File: config.mk
export PLATFORM = sky130hd
export DESIGN_NAME = hazard_stall_controller_flat
export DESIGN_NICKNAME = d
export VERILOG_FILES = /design/src/rtl/hazard_stall_controller_if.sv /design/src/rtl/hazard_stall_controller.sv /design/src/flat_wrapper.sv
export SDC_FILE = /design/constraint.sdc
export NUM_CORES = 1
export LEC_CHECK = 0
export ABC_AREA = 1
export CAP_MARGIN = 0
export CORE_ASPECT_RATIO = 1.25
export CORE_MARGIN = 4
export CORE_UTILIZATION = 44
export CTS_CLUSTER_DIAMETER = 60
export CTS_CLUSTER_SIZE = 30
export DETAILED_ROUTE_END_ITERATION = 8
export HOLD_SLACK_MARGIN = 0.15
export PLACE_DENSITY = 0.83
export SYNTH_ARGS = -nofsm -noshare
export SYNTH_HDL_FRONTEND = slang
export SYNTH_SLANG_ARGS = --single-unit
File: constraint.sdc
create_clock -name Clk -period 1.6 [get_ports Clk]
set_input_delay 0.24 -clock Clk [delete_from_list [all_inputs] [get_ports Clk]]
set_output_delay 0.24 -clock Clk [all_outputs]
set_load 0.02 [all_outputs]
File: src/rtl/hazard_stall_controller_if.sv
// Hazard controller bundle: ID/EX/MEM hazard inputs going in and pipeline
// control outputs coming back. The pipeline side uses master and the
// controller uses slave.
interface hazard_stall_controller_if #(
    parameter int CNT_W = 16
);
    logic [4:0]       ID_RegRs;
    logic [4:0]       ID_RegRt;
    logic             ID_UsesRs;
    logic             ID_UsesRt;
    logic             ID_Branch;
    logic             ID_MulDiv;
    logic             ID_ReadsHiLo;
    logic             BranchTaken;
    logic             EX_MemRead;
    logic             EX_RegWrite;
    logic [4:0]       EX_Rd;
    logic             MEM_MemRead;
    logic [4:0]       MEM_Rd;
    logic             PCWrite;
    logic             IFID_Write;
    logic             IFID_Flush;
    logic             IDEX_Flush;
    logic             MulBusy;
    logic [CNT_W-1:0] StallCycles;

    modport master (
        output ID_RegRs, ID_RegRt, ID_UsesRs, ID_UsesRt, ID_Branch, ID_MulDiv,
               ID_ReadsHiLo, BranchTaken, EX_MemRead, EX_RegWrite, EX_Rd,
               MEM_MemRead, MEM_Rd,
        input  PCWrite, IFID_Write, IFID_Flush, IDEX_Flush, MulBusy, StallCycles
    );

    modport slave (
        input  ID_RegRs, ID_RegRt, ID_UsesRs, ID_UsesRt, ID_Branch, ID_MulDiv,
               ID_ReadsHiLo, BranchTaken, EX_MemRead, EX_RegWrite, EX_Rd,
               MEM_MemRead, MEM_Rd,
        output PCWrite, IFID_Write, IFID_Flush, IDEX_Flush, MulBusy, StallCycles
    );
endinterface

File: src/rtl/hazard_stall_controller.sv
// Hazard stall sequencer for the 5-stage MIPS pipeline. It covers load-use,
// branch operand dependencies resolved in ID, and mult/div / HI-LO occupancy.
// It also keeps a saturating count of stall cycles.
//
// state   | meaning
// --------+-----------------------------------------------------------
// RUN     | mult/div unit idle; a mult/div in ID may issue
// MD_BUSY | mult/div executing; MdCnt counts remaining busy cycles
module hazard_stall_controller #(
    parameter int MULDIV_CYCLES = 4,
    parameter int CNT_W         = 16
) (
    input  logic                     Clk,
    input  logic                     Reset,
    hazard_stall_controller_if.slave bus
);

    typedef enum logic {RUN = 1'b0, MD_BUSY = 1'b1} mdState_t;

    mdState_t         state, nextState;
    logic [7:0]       mdCnt, nextMdCnt;
    logic [CNT_W-1:0] stallCnt;
    logic             loadUse, brDep, mdHaz, stall, mulBusy;

    function automatic logic matchX(input logic [4:0] r,
                                    input logic [4:0] rs, input logic usesRs,
                                    input logic [4:0] rt, input logic usesRt);
        return (r != 5'd0) && ((usesRs && rs == r) || (usesRt && rt == r));
    endfunction

    // Hazard detection: every term is combinational, so a stall takes effect in the same cycle.
    always_comb begin
        mulBusy = (state == MD_BUSY);
        loadUse = bus.EX_MemRead &&
                  matchX(bus.EX_Rd, bus.ID_RegRs, bus.ID_UsesRs, bus.ID_RegRt, bus.ID_UsesRt);
        brDep   = bus.ID_Branch &&
                  ((bus.EX_RegWrite &&
                    matchX(bus.EX_Rd, bus.ID_RegRs, bus.ID_UsesRs, bus.ID_RegRt, bus.ID_UsesRt)) ||
                   (bus.MEM_MemRead &&
                    matchX(bus.MEM_Rd, bus.ID_RegRs, bus.ID_UsesRs, bus.ID_RegRt, bus.ID_UsesRt)));
        mdHaz   = mulBusy && (bus.ID_MulDiv || bus.ID_ReadsHiLo);
        stall   = loadUse || brDep || mdHaz;
    end

    // A stalled branch is re-evaluated later, so a stall suppresses the taken-branch flush.
    assign bus.PCWrite     = !stall;
    assign bus.IFID_Write  = !stall;
    assign bus.IDEX_Flush  = stall;
    assign bus.IFID_Flush  = bus.BranchTaken && !stall;
    assign bus.MulBusy     = mulBusy;
    assign bus.StallCycles = stallCnt;

    // Mult/div FSM state register and busy down-counter.
    always_ff @(posedge Clk) begin
        if (Reset) begin
            state <= RUN;
            mdCnt <= 8'd0;
        end else begin
            state <= nextState;
            mdCnt <= nextMdCnt;
        end
    end

    // Mult/div next state. A mult/div that is stalled by some other hazard is not issued; it is retried on the next cycle.
    always_comb begin
        nextState = state;
        nextMdCnt = mdCnt;
        case (state)
            RUN: begin
                if (bus.ID_MulDiv && !stall) begin
                    nextState = MD_BUSY;
                    nextMdCnt = 8'(MULDIV_CYCLES - 1);
                end
            end
            MD_BUSY: begin
                if (mdCnt == 8'd0) nextState = RUN;
                else               nextMdCnt = mdCnt - 8'd1;
            end
            default: nextState = RUN;
        endcase
    end

    // Stall-cycle counter. It saturates at all-ones instead of wrapping.
    always_ff @(posedge Clk) begin
        if (Reset)
            stallCnt <= '0;
        else if (stall && (stallCnt != {CNT_W{1'b1}}))
            stallCnt <= stallCnt + 1'b1;
    end

endmodule

File: src/flat_wrapper.sv
// flat-port wrapper written by rule: the top's interface ports become plain ports
module hazard_stall_controller_flat 
#(
    parameter int MULDIV_CYCLES = 4,
    parameter int CNT_W         = 16
)
  (Clk, Reset, bus_ID_RegRs, bus_ID_RegRt, bus_ID_UsesRs, bus_ID_UsesRt, bus_ID_Branch, bus_ID_MulDiv, bus_ID_ReadsHiLo, bus_BranchTaken, bus_EX_MemRead, bus_EX_RegWrite, bus_EX_Rd, bus_MEM_MemRead, bus_MEM_Rd, bus_PCWrite, bus_IFID_Write, bus_IFID_Flush, bus_IDEX_Flush, bus_MulBusy, bus_StallCycles);
  hazard_stall_controller_if #(.CNT_W(CNT_W)) bus_i ();
  input  logic Clk;
  input  logic Reset;
  input wire logic [$bits(bus_i.ID_RegRs)-1:0] bus_ID_RegRs;
  input wire logic [$bits(bus_i.ID_RegRt)-1:0] bus_ID_RegRt;
  input wire logic [$bits(bus_i.ID_UsesRs)-1:0] bus_ID_UsesRs;
  input wire logic [$bits(bus_i.ID_UsesRt)-1:0] bus_ID_UsesRt;
  input wire logic [$bits(bus_i.ID_Branch)-1:0] bus_ID_Branch;
  input wire logic [$bits(bus_i.ID_MulDiv)-1:0] bus_ID_MulDiv;
  input wire logic [$bits(bus_i.ID_ReadsHiLo)-1:0] bus_ID_ReadsHiLo;
  input wire logic [$bits(bus_i.BranchTaken)-1:0] bus_BranchTaken;
  input wire logic [$bits(bus_i.EX_MemRead)-1:0] bus_EX_MemRead;
  input wire logic [$bits(bus_i.EX_RegWrite)-1:0] bus_EX_RegWrite;
  input wire logic [$bits(bus_i.EX_Rd)-1:0] bus_EX_Rd;
  input wire logic [$bits(bus_i.MEM_MemRead)-1:0] bus_MEM_MemRead;
  input wire logic [$bits(bus_i.MEM_Rd)-1:0] bus_MEM_Rd;
  output wire logic [$bits(bus_i.PCWrite)-1:0] bus_PCWrite;
  output wire logic [$bits(bus_i.IFID_Write)-1:0] bus_IFID_Write;
  output wire logic [$bits(bus_i.IFID_Flush)-1:0] bus_IFID_Flush;
  output wire logic [$bits(bus_i.IDEX_Flush)-1:0] bus_IDEX_Flush;
  output wire logic [$bits(bus_i.MulBusy)-1:0] bus_MulBusy;
  output wire logic [$bits(bus_i.StallCycles)-1:0] bus_StallCycles;
  assign bus_i.ID_RegRs = bus_ID_RegRs;
  assign bus_i.ID_RegRt = bus_ID_RegRt;
  assign bus_i.ID_UsesRs = bus_ID_UsesRs;
  assign bus_i.ID_UsesRt = bus_ID_UsesRt;
  assign bus_i.ID_Branch = bus_ID_Branch;
  assign bus_i.ID_MulDiv = bus_ID_MulDiv;
  assign bus_i.ID_ReadsHiLo = bus_ID_ReadsHiLo;
  assign bus_i.BranchTaken = bus_BranchTaken;
  assign bus_i.EX_MemRead = bus_EX_MemRead;
  assign bus_i.EX_RegWrite = bus_EX_RegWrite;
  assign bus_i.EX_Rd = bus_EX_Rd;
  assign bus_i.MEM_MemRead = bus_MEM_MemRead;
  assign bus_i.MEM_Rd = bus_MEM_Rd;
  assign bus_PCWrite = bus_i.PCWrite;
  assign bus_IFID_Write = bus_i.IFID_Write;
  assign bus_IFID_Flush = bus_i.IFID_Flush;
  assign bus_IDEX_Flush = bus_i.IDEX_Flush;
  assign bus_MulBusy = bus_i.MulBusy;
  assign bus_StallCycles = bus_i.StallCycles;
  hazard_stall_controller #(.MULDIV_CYCLES(MULDIV_CYCLES), .CNT_W(CNT_W)) u_core (.Clk(Clk), .Reset(Reset), .bus(bus_i));
endmodule
## Word-level counts from Yosys, hierarchy flattened

Index checks and enable logic that the tools add are counted.

| storage, ports and cells | value |
|---|---|
| bits in registers | 25 |
| input port bits | 31 |
| output and inout port bits | 21 |
| logic and storage cells | 44 |

| operators by class | value |
|---|---|
| add/subtract/negate cells | 2 |
| equality and inequality tests | 7 |
| muxes and demuxes | 6 |
| bitwise logic cells | 1 |
| reductions and logical operators | 25 |

Operators by type and width:

| kind | number |
|---|---|
| $eq 5x5->1 | 4 |
| $add 16x1->16 const B | 1 |
| $mux 8 | 2 |
| $ne 16x16->1 const B | 1 |
| $pmux 8 s2 | 1 |
| $logic_and 1x1->1 | 14 |
| $reduce_bool 5->1 | 2 |
| $logic_not 8->1 | 1 |
| $sub 8x1->8 const B | 1 |
| $logic_or 1x1->1 | 6 |
| $mux 1 | 2 |
| $ne 2x1->1 const B | 1 |
| $ne 2x2->1 const B | 1 |
| $pmux 1 s2 | 1 |
| $reduce_and 2->1 | 1 |
| $logic_not 1->1 | 1 |
| $not 1->1 | 1 |

## Longest topological paths before layout

Gate-level depths: netlist (run 1).

| logic depth | value |
|---|---|
| depth after elaboration | 13 |
| depth in mapped cells | 12 |
| mapped depth without buffers | 12 |

## Least setup slack after synthesis (run 1)

OpenSTA, ideal clock, no wires.

| timing path | value |
|---|---|
| path type | reg2reg |
| start point | register u_core.stallCnt[0] (netlist: u_core.bus.StallCycles[0]) |
| end point | register u_core.stallCnt[2] (netlist: u_core.bus.StallCycles[2]) |
| library setup time | 136 ps |
| arrival time | 1577 ps |
| required time | 1464 ps |
| slack | -113 ps |
| stages on the path, launching flop included | 8 |
| path buffers | 1 |
| period minus slack after synthesis | 1713 ps |
| path through | dfxtp_1 ha_1 nand2_2 nor4_4 nand2_2 buf_2 nand3_1 a21oi_2 |

| between the ends | value |
|---|---|
| cells in the longest elaborated chain, start to end | 2 |
| elaborated cells between the ends (all ways) | 3 |
| those cells by class | add/sub (1); eq/ne (1); reduce/logical (1) |

RTL lines:

| element | RTL line | RTL |
|---|---|---|
| start, declared | hazard_stall_controller.sv:22 | `logic [CNT_W-1:0] stallCnt;` |
| start signal, assigned | hazard_stall_controller.sv:88 | `stallCnt <= stallCnt + 1'b1;` |
| parallel branches: the longest is 2 deep, another holds $add 16x1->16 | -- |  |

Parallel ways; which one is timed is not known.
A chain may end at the register's enable or synchronous reset.

## Worst setup path after layout (run 1)

| timing path | value |
|---|---|
| start point | register u_core.mdCnt[0] |
| end point | register u_core.mdCnt[3] |

| between the ends | value |
|---|---|
| cells in the longest elaborated chain, start to end | 3 |
| elaborated cells between the ends (all ways) | 6 |
| those cells by class | add/sub (1); eq/ne (1); mux (2); reduce/logical (2) |

RTL lines:

| element | RTL line | RTL |
|---|---|---|
| start, declared | hazard_stall_controller.sv:21 | `logic [7:0] mdCnt, nextMdCnt;` |
| start signal, assigned | hazard_stall_controller.sv:60 | `mdCnt <= nextMdCnt;` |
| $sub 8x1->8 / $logic_not 8->1 (equally long branches) | hazard_stall_controller.sv:77, hazard_stall_controller.sv:76 |  |
| $mux 8 / $ne 2x2->1 (equally long branches) | -- |  |
| $pmux 8 s2 / $reduce_and 2->1 (equally long branches) | -- |  |

Parallel ways exist; a longest one is shown, timed or not. The select of a mux whose other input is x is not followed.

==> results of run 1 <==
==> how the worst max path moves through the flow <==
stage	startpoint	endpoint	slack [ns]
after floorplan	u_core.bus.StallCycles[3]$_SDFFE_PP0P_	u_core.bus.StallCycles[2]$_SDFFE_PP0P_	0.01
after global placement	bus_MEM_Rd[0]	bus_IFID_Flush	-0.71
after detailed placement	bus_ID_RegRt[3]	bus_IFID_Flush	-0.72
after CTS	bus_EX_Rd[4]	bus_IDEX_Flush	0.004
after global routing	u_core.mdCnt[0]$_SDFFE_PP0P_	u_core.mdCnt[0]$_SDFFE_PP0P_	-0.12
final	u_core.mdCnt[0]$_SDFFE_PP0P_	u_core.mdCnt[3]$_SDFFE_PP0P_	-0.04
==> logic make-up (layout without fill, tap and decap cells) <==
kind of cell    Yosys count  after routing  share of synthesized area [%]
fa+ha+maj                 2              2                           1.30
compound gates           27             27                           9.29
flops                    25             25                           26.0
xor+xnor                 18             18                           8.19
simple gates            196            196                           44.4
buf+inv                  50            129                           10.8
==> per-layer routing <==
layer,vias up,GRT usage [%],wire [µm]
met5,-,0,0
met4,0,8.72,150
met3,18,3.15,363
met2,97,41.8,3070
met1,1036,25.3,2460
li1,1160,-,-
==> cell usage after synthesis <==
library cell   n
nor3_1         6
inv_2          4
nand2_2        4
nand4_1        4
nand2_4        1
nand2_1       98
ha_1           2
a21oi_2       10
o21ai_0        3
or2_2          1
clkbuf_1       2
xor2_1        12
buf_2          4
nand3_1       37
buf_4          1
buf_8          1
dfxtp_1       25
nand3b_1       4
nor4_4         1
a31o_2         1
inv_1         38
nor2_1        39
nor3b_1        1
o31ai_1        1
xnor2_1        6
a21oi_1       12
==> repair_timing <==
item,CTS,global route
endpoints found under the hold margin,0,0
buffers inserted,4,9
endpoints found under the setup margin,35,32
pin swaps,6,18
resized for setup,73,67
cloned,0,0
==> worst reg2reg max path, cell delays in order (launching register included) <==
cell and delay, ns:
dfxtp_2 0.34, inv_2 0.08, ha_4 0.13, nand4_1 0.13, o31ai_2 0.32, buf_4 0.21
clkinvlp_4 0.15, nand2_1 0.10, a21oi_1 0.06
==> registers in the layout, summed over array words and instances (netlist names) <==
| register | cells |
|---|---|
| u_core.bus.MulBusy | 1 |
| u_core.bus.StallCycles | 16 |
| u_core.mdCnt | 8 |
==> metrics by stage <==
step	utilization (%)	hold slack [ns]
final	67.5	0.490
after global routing	67.5	0.533
after detailed placement	62.9	0.475
after global placement	62.9	0.464
after CTS	64.9	0.489
after floorplan	-	0.436
==> final cells by class <==
type / instances / area share, %
Multi-Input combinational cell: 243 / 46.4
Clock inverter: 1 / 0.267
Tap cell: 56 / 2.49
Timing Repair Buffer: 83 / 25.2
Sequential cell: 25 / 18.4
Clock buffer: 3 / 1.47
Inverter: 42 / 5.75
==> cells in the final DEF (no fill, tap or decap), types with 4 or more instances in the layout <==
cell type         n
nor3_1            5
nor2_1           34
nand3b_1          4
dlymetal6s2s_1    5
buf_6             5
nand3_1          36
clkbuf_2         17
dfxtp_2           8
a21oi_2          12
dfxtp_1          15
buf_4            28
nand4_1           4
xnor2_1           6
clkdlybuf4s50_1   8
inv_1            26
nand2_2           8
nor2_2            5
dlygate4sd2_1    14
xor2_1           12
nand2_1          94
a21oi_1          10
inv_2            15
==> power by group through the flow <==
stage / Sequential [mW] / Clock [mW] / Combinational (mW)
global placement: 0.702 / 0 / 0.604
detailed placement: 0.703 / 0 / 0.621
floorplan: 0.717 / 0 / 0.366
global route: 0.704 / 0.425 / 0.842
CTS: 0.690 / 0.401 / 0.656
finish: 0.699 / 0.398 / 0.771
==> metrics.txt, run 1 <==
run status=finished with violations; violations in the final reports=setup timing; First DRT Iteration DRCs=approximately 120; Maximum Capacitance Violations=0; count of antenna-violating nets left after detailed routing=0; synth-to-layout area growth=45.9%; Remaining Overflow, GRT=0; total half-perimeter wirelength after legalization and detailed placement=4.22 mm; launch point of the worst reg-to-reg path=u_core.mdCnt[0]$_SDFFE_PP0P_; full die area=0.00551 mm²; root buffer cell=clkbuf_8; CTS sink count=25; worst setup path category=flop to flop; height of the die=82.0 µm; combined area of the multi-input logic cells=0.00130 mm²; Register-to-Register Setup Slack=-0.04 ns; fraction of the cycle the final worst path needs=103%; maximum net fanout on the critical path=7; LEAKAGE=roughly 1.4 nW; combinational fraction of design power=about two fifths; Post-Syn Nets=351; R2R cell count=8; VDD IR-drop max=~0.00042 V; area share of the largest cell type after synthesis=about a quarter; total instance count after detailed placement=around 440; clk_skew=roughly 0.009 ns; number of buffers created by CTS=3; depth of the critical timing path with buffers and inverters included=8; critical path data arrival time=about 1.8 ns; sort of element at the start of the critical path=flop; maximum level of the CTS H-tree=1; number of hold buffers added after CTS=0; count of buffering cells on the critical path with inverters included=3; number of vias in the routed layout=~2300; Power per Cell Area=665 mW/mm²; largest net degree at the start of global routing=20; Hold Startpoint=u_core.mdCnt[4]$_SDFFE_PP0P_; dpl ws=-0.717 ns; synthesized area per cell=6.06 µm²; #FFs+latches synth=25; Slowest-stage cell, CP=dfxtp_2; setup repair after global routing missed its margin=yes; Yosys top cell by area=dfxtp_1; routed wire length per instance=between 10 and 15 µm; RR Endpoint=u_core.mdCnt[3]$_SDFFE_PP0P_; cell-internal power=roughly 1.2 mW; Worst-Skew Late Latency=about 0.28 ns; row count=26; share of final-layout standard cells stronger than drive strength 1=between 20% and 30%; power share of the sequential group=~37%; Final setup violation count=6; Worst EP required=1.77 ns; critical path capture point type=flop; summed area of non-filler cells in the final layout=around 0.0028 mm²; final sum of negative setup slack=-0.203 ns; Net Switching=~0.65 mW; time the final worst path needs with I/O delays and setup=between 1.5 and 2 ns; Ant. Diodes=0; Netlist cell types=26; routed vias/inst=between 5 and 6; Gate Count Post-Synth=around 320; register clock-pin slew on the reported worst setup and hold paths=approximately 0.10 ns; register cell area after layout=slightly above 500 µm²; number of fill cells=382; count of unresolved DRC violations after routing=0; final wirelength=just over 6 mm; synthesis warning total=0; switching part of the total power=roughly a third; Critical Path, Cell by Cell=inv_2 -> ha_4 -> nand4_1 -> o31ai_2 -> buf_4 -> clkinvlp_4 -> nand2_1 -> a21oi_1; smallest setup slack after layout=-0.0432 ns; total global routing track utilization=22.5%; final hold vios=0; number of global-route vias before repair=between 2000 and 2500; Bufs on Longest Clock Path=2; I/O pin total=52; CTS tree=done; TritonRoute pass-1 iters=5; Finished Layout Cells=between 400 and 500; placed standard-cell area=0.00262 mm²; Placer Congestion=0.972; Max Slew Vio Count=0; worst-case hold path end point=u_core.mdCnt[4]$_SDFFE_PP0P_; Critical Path Max Stage Delay=0.34 ns; Slew HR=between 80% and 90%; number of cells on the worst hold path=2; netlist area before placement=approximately 0.0019 mm²; main area contributors after synthesis=dfxtp_1, nand2_1, nand3_1; total power=1.87 mW; highest achievable clock rate=between 600 and 700 MHz; CP top delay family=buffers and inverters; horizontal die dimension=67.2 µm; starting density of the core=about 46%; transition time at the pin with the least slew margin=roughly 0.3 ns; area of the core=0.00416 mm²; number of port buffers=51; part of the Yosys area used for sequential elements=between 20% and 30%; number of antenna violations at the first check in global routing=0; classification of the worst-slack hold path=flop to flop; wire length of the first global-routing pass=between 9 and 10 mm; net count of the finished layout=about 430; power share of the clock group=21.3%
(Power assumes the default switching activity.)
==> run 2, diff against run 1 <==
Settings changed: CORE_MARGIN 4 to 1.
==> metrics.txt, run 2 (synthesis gave the netlist of run 1 again) <==
synth-to-layout area growth=45.5% (was 45.9%); maximum level of the CTS H-tree=1 (unchanged); number of buffers created by CTS=3 (unchanged); Ant. Diodes=0 (unchanged); horizontal die dimension=61.2 µm (was 67.2 µm); CTS sink count=25 (unchanged); largest net degree at the start of global routing=16 (was 20); LEAKAGE=1.46 nW (was 1.42 nW); I/O pin total=52 (unchanged); area of the core=0.00413 mm² (was 0.00416 mm²); count of unresolved DRC violations after routing=0 (unchanged); fraction of the cycle the final worst path needs=98.0% (was 103%); launch point of the worst reg-to-reg path=u_core.bus.StallCycles[5]$_SDFFE_PP0P_ (was u_core.mdCnt[0]$_SDFFE_PP0P_); number of global-route vias before repair=2122 (was 2276); max reg flops=16 (unchanged); number of cells on the worst hold path=2 (unchanged); total instance count after detailed placement=440 (was 436); Placer Congestion=0.866 (was 0.972); Power per Cell Area=645 mW/mm² (was 665 mW/mm²); total half-perimeter wirelength after legalization and detailed placement=4.06 mm (was 4.22 mm); Slowest-stage cell, CP=dfxtp_2 (unchanged); total global routing track utilization=23.6% (was 22.5%); Remaining Overflow, GRT=0 (unchanged); classification of the worst-slack hold path=flop to flop (unchanged); Hold Startpoint=u_core.mdCnt[4]$_SDFFE_PP0P_ (unchanged); First DRT Iteration DRCs=182 (was 121); share of final-layout standard cells stronger than drive strength 1=29.7% (was 29.5%); critical path data arrival time=1.74 ns (was 1.81 ns); run status=finished clean (was finished with violations); number of vias in the routed layout=2357 (was 2311); Bufs on Longest Clock Path=2 (unchanged); Max Slew Vio Count=0 (unchanged); final wirelength=5.61 mm (was 6.04 mm); Worst Setup SP=u_core.bus.StallCycles[5]$_SDFFE_PP0P_ (was u_core.mdCnt[0]$_SDFFE_PP0P_); total power=1.81 mW (was 1.87 mW); number of port buffers=51 (unchanged); CP top delay family=simple AND/OR/NAND/NOR gates (was buffers and inverters); maximum net fanout on the critical path=8 (was 7); height of the die=76.0 µm (was 82.0 µm); CTS tree=done (unchanged); transition time at the pin with the least slew margin=0.313 ns (was 0.295 ns); critical path capture point type=flop (unchanged); wire length of the first global-routing pass=8.67 mm (was 9.71 mm); most common library cell in the layout ignoring fill and taps=nand2_1 (unchanged); Maximum Capacitance Violations=0 (unchanged); number of antenna violations at the first check in global routing=0 (unchanged); count of antenna-violating nets left after detailed routing=0 (unchanged); final hold vios=0 (unchanged); root buffer cell=clkbuf_8 (unchanged); R2R cell count=8 (unchanged); Final setup violation count=0 (was 6); Slew HR=79.0% (was 80.3%); Worst EP required=1.77 ns (about the same); RR Endpoint=u_core.bus.StallCycles[6]$_SDFFE_PP0P_ (was u_core.mdCnt[3]$_SDFFE_PP0P_); commonest cells after routing, fill and taps aside=nand2_1, nand3_1, nor2_1, buf_4, inv_1 (unchanged); Finished Layout Cells=453 (unchanged); number of hold buffers added after CTS=0 (unchanged); worst-case hold path end point=u_core.mdCnt[4]$_SDFFE_PP0P_ (unchanged); highest achievable clock rate=638 MHz (was 609 MHz); worst setup path category=flop to flop (unchanged); cell mode on critical path=nand2_2; net count of the finished layout=431 (unchanged); routed vias/inst=5.20 (was 5.10); VDD IR-drop max=0.000395 V (was 0.000419 V); register clock-pin slew on the reported worst setup and hold paths=0.10 ns (about the same); TritonRoute pass-1 iters=4 (was 5); row count=26 (unchanged); Critical Path Max Stage Delay=0.34 ns (about the same); clk_skew=0.00403 ns (was 0.00903 ns); count of buffering cells on the critical path with inverters included=1 (was 3); sort of element at the start of the critical path=flop (unchanged); Worst-Skew Late Latency=0.28 ns (about the same); number of fill cells=378 (was 382); time the final worst path needs with I/O delays and setup=1.57 ns (was 1.64 ns); Register-to-Register Setup Slack=0.03 ns (was -0.04 ns); starting density of the core=46.6% (was 46.2%); routed wire length per instance=12.4 µm (was 13.3 µm); Critical Path, Cell by Cell=nand2_2 -> nor2_4 -> nand2_2 -> nor4_4 -> nand2_4 -> buf_4 -> nand3_1 -> a21oi_2 (was inv_2 -> ha_4 -> nand4_1 -> o31ai_2 -> buf_4 -> clkinvlp_4 -> nand2_1 -> a21oi_1); full die area=0.00465 mm² (was 0.00551 mm²)
run 2: cell count changes in the layout (fill, tap and decap cells not counted), sizes merged:
cell	previous run	this run
buf	36	35
clkbuf	20	19
clkinvlp	2	1
nand2	103	104
clkdlybuf4s50	8	10
clkdlybuf4s15	3	4
dlymetal6s2s	5	8
inv	41	42
dlygate4sd2	14	9
run 2: area by class of cell:
type	count	area (µm²)	area share (%)
clock inverters	1	7.51	0.268
repair buffers	82	703	25.1
well taps	56	70.1	2.50
inverters	42	158	5.63
multi-input cells	244	1310	46.7
flip-flops and latches	25	513	18.3
clock buffers	3	41.3	1.47
run 2: how the worst max path moves through the flow:
stage / to / slack, ns / depth (start not counted)
floorplan: u_core.bus.StallCycles[2]$_SDFFE_PP0P_ / 0.01 / 8
global placement: bus_IFID_Flush / -0.67 / 10
detailed placement: bus_IFID_Flush / -0.68 / 9
CTS: bus_StallCycles[3] / 0.004 / 2
global route: u_core.mdCnt[0]$_SDFFE_PP0P_ / -0.07 / 9
finish: u_core.bus.StallCycles[6]$_SDFFE_PP0P_ / 0.03 / 8
run 2: per-layer routing:
metal  up-vias  global-route usage (%)  share of wire [%]
met1      1087                    26.6                 41
met5         -                       0                  0
met3        21                    4.10                4.7
met2        86                    42.0                 52
met4         0                    8.64                2.9
li1       1163                       -                  -
run 2: timing repair:
item | in CTS | in global routing
cloned | 0 | 2
endpoints found under the setup margin | 32 | 37
pin swaps | 11 | 22
buffers inserted | 3 | 4
gates resized for setup | 72 | 69
run 2: worst register-to-register path, cell delays in order, from the launching register on:
cell	delay [ns]
dfxtp_2	0.34
nand2_2	0.08
nor2_4	0.15
nand2_2	0.10
nor4_4	0.26
nand2_4	0.16
buf_4	0.21
nand3_1	0.11
a21oi_2	0.06
run 2: power by group:
part / total [mW] / internal, mW / leakage [nW] / switching, mW
registers: 0.692 / 0.663 / 0.208 / 0.0288
logic: 0.715 / 0.336 / 1.24 / 0.379
clock network: 0.399 / 0.177 / 0.0217 / 0.222
total: 1.81 / 1.18 / 1.46 / 0.631
run 2: through the flow:
step | instance area [µm²] | TNS [ns] | hold slack [ns] | setup WS (ns) | utilization [%]
after floorplan | 1940 | 0 | 0.436 | 0.00974 | -
after global placement | 2640 | -12.80 | 0.465 | -0.666 | 63.8
after detailed placement | 2640 | -13.65 | 0.477 | -0.679 | 63.8
after CTS | 2730 | 0 | 0.490 | 0.00403 | 66.1
after global routing | 2800 | -0.297 | 0.516 | -0.0680 | 67.8
final | 2800 | 0 | 0.487 | 0.0315 | 67.8
